File: src/rtl/input_port_buffer_if.sv
// Flit handshake bundle between an upstream link, the input port buffer and the transport stage.
// The slave side is the buffer; the master side is whatever drives flits in and pops them out.
interface input_port_buffer_if;
  logic        in_valid;
  logic        in_ready;
  logic [39:0] in_flit;
  logic        out_valid;
  logic [39:0] out_flit;
  logic [1:0]  route_out;
  logic        out_pop;

  modport master (
    output in_valid, in_flit, out_pop,
    input  in_ready, out_valid, out_flit, route_out
  );

  modport slave (
    input  in_valid, in_flit, out_pop,
    output in_ready, out_valid, out_flit, route_out
  );
endinterface

File: src/rtl/input_port_buffer.sv
// Per-port flit FIFO with a one-entry output stage carrying the registered XY route of its flit.
// Flits with out-of-mesh destinations are discarded at stage load and counted.
module input_port_buffer #(
  parameter int DEPTH   = 4,
  parameter int AW      = 2,
  parameter int LOCAL_X = 0,
  parameter int LOCAL_Y = 0,
  parameter int MESH_X  = 4,
  parameter int MESH_Y  = 4
) (
  input  logic                 clk,
  input  logic                 rst_n,
  input_port_buffer_if.slave   port,
  output logic                 err_drop,
  output logic [7:0]           drop_cnt,
  output logic [AW:0]          fifo_count
);

  logic [39:0]   mem [DEPTH];
  logic [AW-1:0] wr_ptr;
  logic [AW-1:0] rd_ptr;

  logic          push;
  logic          stage_pop;
  logic          stage_free;
  logic          fifo_empty;
  logic          fifo_pop;
  logic          fifo_wr;
  logic          bypass;
  logic          cand_vld;
  logic          cand_legal;
  logic [39:0]   cand;
  logic [1:0]    cand_route;

  // rst_n is the active-high reset here, so ready is held low while it is asserted.
  assign fifo_empty    = (fifo_count == '0);
  assign port.in_ready = !rst_n && (fifo_count < (AW+1)'(DEPTH));
  assign push          = port.in_valid & port.in_ready;
  assign stage_pop     = port.out_pop & port.out_valid;
  assign stage_free    = !port.out_valid | stage_pop;
  assign fifo_wr       = push & !bypass;

  always_comb begin
    cand     = '0;
    cand_vld = 1'b0;
    fifo_pop = 1'b0;
    bypass   = 1'b0;
    if (stage_free) begin
      if (!fifo_empty) begin
        cand     = mem[rd_ptr];
        cand_vld = 1'b1;
        fifo_pop = 1'b1;
      end else if (push) begin
        cand     = port.in_flit;
        cand_vld = 1'b1;
        bypass   = 1'b1;
      end
    end
  end

  always_comb begin
    cand_legal = ({1'b0, cand[39:36]} < 5'(MESH_X)) && ({1'b0, cand[35:32]} < 5'(MESH_Y));
    if (cand[39:36] != 4'(LOCAL_X))
      cand_route = 2'b01;
    else if (cand[35:32] != 4'(LOCAL_Y))
      cand_route = 2'b10;
    else
      cand_route = 2'b11;
  end

  // Storage is not reset; pointers and occupancy alone define the content.
  always_ff @(posedge clk) begin
    if (fifo_wr)
      mem[wr_ptr] <= port.in_flit;
  end

  always_ff @(posedge clk or posedge rst_n) begin
    if (rst_n) begin
      wr_ptr         <= '0;
      rd_ptr         <= '0;
      fifo_count     <= '0;
      port.out_valid <= 1'b0;
      port.out_flit  <= '0;
      port.route_out <= 2'b00;
      err_drop       <= 1'b0;
      drop_cnt       <= '0;
    end else begin
      err_drop <= 1'b0;
      if (fifo_wr)
        wr_ptr <= wr_ptr + 1'b1;
      if (fifo_pop)
        rd_ptr <= rd_ptr + 1'b1;
      if (fifo_wr && !fifo_pop)
        fifo_count <= fifo_count + 1'b1;
      else if (!fifo_wr && fifo_pop)
        fifo_count <= fifo_count - 1'b1;

      if (stage_free) begin
        if (cand_vld && cand_legal) begin
          port.out_valid <= 1'b1;
          port.out_flit  <= cand;
          port.route_out <= cand_route;
        end else begin
          port.out_valid <= 1'b0;
          port.route_out <= 2'b00;
        end
      end

      if (cand_vld && !cand_legal) begin
        err_drop <= 1'b1;
        if (drop_cnt != 8'hFF)
          drop_cnt <= drop_cnt + 1'b1;
      end
    end
  end

endmodule

File: src/flat_wrapper.sv
// flat-port wrapper written by rule: the top's interface ports become plain ports
module input_port_buffer_flat 
#(
  parameter int DEPTH   = 4,
  parameter int AW      = 2,
  parameter int LOCAL_X = 0,
  parameter int LOCAL_Y = 0,
  parameter int MESH_X  = 4,
  parameter int MESH_Y  = 4
)
  (clk, rst_n, err_drop, drop_cnt, fifo_count, port_in_valid, port_in_flit, port_out_pop, port_in_ready, port_out_valid, port_out_flit, port_route_out);
  input_port_buffer_if port_i ();
  input  logic clk;
  input  logic rst_n;
  output logic err_drop;
  output logic [7:0] drop_cnt;
  output logic [AW:0] fifo_count;
  input wire logic [$bits(port_i.in_valid)-1:0] port_in_valid;
  input wire logic [$bits(port_i.in_flit)-1:0] port_in_flit;
  input wire logic [$bits(port_i.out_pop)-1:0] port_out_pop;
  output wire logic [$bits(port_i.in_ready)-1:0] port_in_ready;
  output wire logic [$bits(port_i.out_valid)-1:0] port_out_valid;
  output wire logic [$bits(port_i.out_flit)-1:0] port_out_flit;
  output wire logic [$bits(port_i.route_out)-1:0] port_route_out;
  assign port_i.in_valid = port_in_valid;
  assign port_i.in_flit = port_in_flit;
  assign port_i.out_pop = port_out_pop;
  assign port_in_ready = port_i.in_ready;
  assign port_out_valid = port_i.out_valid;
  assign port_out_flit = port_i.out_flit;
  assign port_route_out = port_i.route_out;
  input_port_buffer #(.DEPTH(DEPTH), .AW(AW), .LOCAL_X(LOCAL_X), .LOCAL_Y(LOCAL_Y), .MESH_X(MESH_X), .MESH_Y(MESH_Y)) u_core (.clk(clk), .rst_n(rst_n), .port(port_i), .err_drop(err_drop), .drop_cnt(drop_cnt), .fifo_count(fifo_count));
endmodule
File: config.mk
export PLATFORM = sky130hd
export DESIGN_NAME = input_port_buffer_flat
export DESIGN_NICKNAME = d
export VERILOG_FILES = /design/src/rtl/input_port_buffer_if.sv /design/src/rtl/input_port_buffer.sv /design/src/flat_wrapper.sv
export SDC_FILE = /design/constraint.sdc
export NUM_CORES = 1
export LEC_CHECK = 0
export CAP_MARGIN = 20
export CORE_MARGIN = 8
export CORE_UTILIZATION = 60
export DETAILED_ROUTE_END_ITERATION = 10
export PLACE_DENSITY = 0.84
export REMOVE_ABC_BUFFERS = 1
export SLEW_MARGIN = 20
export SYNTH_ARGS = -nofsm -noshare
export SYNTH_HDL_FRONTEND = slang
export SYNTH_SLANG_ARGS = --single-unit
File: constraint.sdc
create_clock -name clk -period 7.3 [get_ports clk]
set_input_delay 2.19 -clock clk [delete_from_list [all_inputs] [get_ports clk]]
set_output_delay 2.19 -clock clk [all_outputs]
set_load 0.01 [all_outputs]
==> results_dict.tcl <==
set metrics [dict create \
    outcome "finished clean" \
    clock_skew_ps 16.20 \
    tightestPinTransition_ps 1083 \
    cts_tree "done" \
    post_cts_buffers 0 \
    h-tree-depth 1 \
    antenna_found_initial 0 \
    synthMostInstantiatedCell "edfxtp_1" \
    vdd_drop_max_v 0.0002520 \
    ys_async_sr_fraction_pct 26.94 \
    clock_latency_ps 500 \
    p_sw_mw 1.119 \
    fmax_mhz 181.8 \
    gp_congestion 0.6902 \
    portBuffers 99 \
    die_w_um 137.6 \
    drc 0 \
    postSynthAreaPerCell_um2 20.43 \
    holdCritPathClass "flip-flop to flip-flop" \
    place_hpwl_um 10070 \
    critPathRequiredTime_ps 5110 \
    ff2ff_path_depth 5 \
    io_pins 100 \
    num-nets-final 591 \
    drtAntennaViolNets 0 \
    dp_cells 699 \
    cts.sinks 219 \
    grt_overflow_total 0 \
    num_antenna_cells 0 \
    synth_top_area_cell "edfxtp_1" \
    viasPerCell 5.957 \
    setup_violations 0 \
    drv_slew 0 \
    cap_viol_max_count 0 \
    p_int_mw 2.883 \
    yosys_warnings 0 \
    drive_gt1_share_pct 17.99 \
    netlist_area_um2 8866 \
    synth-edff-count 160 \
    postSynthCellCount 434 \
    coreArea_um2 14480 \
    slew_headroom_pct 27.77 \
    regToRegStartpoint "u_core.fifo_count[2]" \
    die_area_um2 18920 \
    crit_start "rst_n" \
    hold_viol 0 \
    power.density_nw_per_um2 377.8 \
    synth_top_area_share_pct 54.19 \
    multi_input_area_um2 2349 \
    ys_top_cells_by_area "edfxtp_1 (54%), dfrtp_1 (17%), mux4_1 (5.3%)" \
    crit_path_max_fanout 3 \
    cp-end-kind "output port" \
    ys_seq_elements 219 \
    p_leak_nw 3.920 \
    tns_ps 0 \
    ctsHoldBuffers 0 \
    nFillCells 882 \
    p_clk_share_pct 25.5 \
    rsz0062_at_grt "no" \
    p_seq_share_pct 42.9 \
    final.period_utilization_pct 75.37 \
    cts_inserted_buffers 22 \
    root_buffer "clkbuf_16" \
    grt_max_degree 61 \
    crit_end "port_in_ready" \
    num_vias 4408 \
    arrival_ps 3310 \
    rrSetupSlack_ps 4080 \
    drtPass1Iterations 4 \
    cts_resized 0 \
    ys_types 45 \
    swShare_pct 27.97 \
    period_minus_slack_ps 5502 \
    grt_pass1_vias 4815 \
    rows 44 \
    dieHeight_um 137.6 \
    grt_usage_pct 18.01 \
    start_util_pct 61.23 \
    combPwrFrac_pct 31.6 \
    wl_per_cell_um 22.69 \
    grt_pass1_wl_um 26050 \
    synth_top_flop_cell "edfxtp_1" \
    clk_pin_slew_worst_paths_ps 60 \
    fin_cells 740 \
    clockBufferDepth 3 \
    synthTopCellsByCount "edfxtp_1 (160), dfrtp_1 (59), a22o_1 (37), mux2_4 (29)" \
    yosysSeqAreaShare_pct 70.84 \
    syn2layout_area_growth_pct 19.50 \
    seq_area_um2 6284 \
    reg2reg_to "u_core.mem[2][26]" \
    worstSetupPathType "input pin to output port" \
    drt_iter0_drc 345 \
    wl_um 16790 \
    startpoint_type "input pin" \
]
-- metrics by stage --
step	setup WS, ps	hold WS [ps]	cell area, um2	util [%]	power (mW)
4_1_cts	1809	493.0	10580	73.04	4.048
5_1_grt	1756	506.0	10600	73.18	4.198
2_1_floorplan	2064	511.5	8647	-	2.500
6_report	1798	483.9	10600	73.18	4.002
3_3_place_gp	1821	469.6	9906	68.42	2.962
3_5_place_dp	1808	479.7	9906	68.42	3.014
-- routing by layer --
layer | routed length (um) | global-route usage [%] | vias to the layer above
li1 | - | - | 1967
met2 | 8616 | 30.78 | 144
met3 | 1107 | 3.829 | 21
met4 | 301 | 5.311 | 0
met1 | 6763 | 22.74 | 2276
met5 | 0 | 0 | -
-- final cells by class --
type | count | area share (%)
Clock inverter | 10 | 0.5550
Clock buffer | 30 | 5.763
Multi-Input combinational cell | 187 | 22.17
Sequential cell | 219 | 59.31
Tap cell | 184 | 2.173
Inverter | 6 | 0.2126
Timing Repair Buffer | 104 | 9.825
-- worst min-delay path by stage --
| stage | slack [ps] | cells after the start | start | end |
|---|---|---|---|---|
| 2_1_floorplan | 510 | 2 | u_core.port.route_out[1] | u_core.port.route_out[1] |
| 5_1_grt | 510 | 1 | u_core.port.out_flit[33] | u_core.port.out_flit[33] |
| 3_5_place_dp | 480 | 1 | u_core.port.out_flit[33] | u_core.port.out_flit[33] |
| 4_1_cts | 490 | 1 | u_core.port.out_flit[33] | u_core.port.out_flit[33] |
| 6_report | 480 | 1 | u_core.port.out_flit[33] | u_core.port.out_flit[33] |
| 3_3_place_gp | 470 | 1 | u_core.port.out_flit[29] | u_core.port.out_flit[29] |
-- worst max-delay path: stages --
cell and delay (ps):
clkdlybuf4s50_1 460, nor2_1 120, clkdlybuf4s50_1 550
-- logic make-up (layout without fill, tap and decap cells) --
logic type | after synthesis | after routing | share of synthesized area, %
simple gates | 49 | 49 | 3.669
compound gates | 45 | 45 | 4.544
xor+xnor | 12 | 12 | 1.185
buf+inv | 28 | 150 | 2.724
fa+ha+maj | 7 | 7 | 1.073
mux | 74 | 74 | 15.96
flops | 219 | 219 | 70.84
-- placed cells by master (no fill, tap or decap), types with 5 or more instances in the layout --
cell type	instances
edfxtp_1	160
clkdlybuf4s50_1	99
dfrtp_1	57
a22o_1	37
mux2_4	29
clkbuf_16	22
mux4_2	18
mux4_1	18
xnor2_1	8
mux2_1	7
nor2b_1	6
nand2_1	6
ha_1	6
nand3_1	5
nor2_1	5
inv_1	5
clkbuf_1	5
clkinv_1	5
-- registers in the layout, indices dropped and copies added (netlist names) --
signal / count
u_core.mem: 160
u_core.fifo_count: 3
u_core.err_drop: 1
u_core.rd_ptr: 2
u_core.port.out_valid: 1
u_core.port.route_out: 2
u_core.port.out_flit: 40
u_core.wr_ptr: 2
u_core.drop_cnt: 8
-- power by group through the flow --
| stage | Combinational (mW) | Clock [mW] | Sequential [mW] |
|---|---|---|---|
| 2_1_floorplan | 0.702 | 0 | 1.80 |
| 3_3_place_gp | 1.24 | 0 | 1.72 |
| 3_5_place_dp | 1.27 | 0 | 1.74 |
| 4_1_cts | 1.29 | 1.04 | 1.72 |
| 5_1_grt | 1.36 | 1.09 | 1.74 |
| 6_report | 1.27 | 1.02 | 1.72 |
Power figures use the tool's default switching activity.
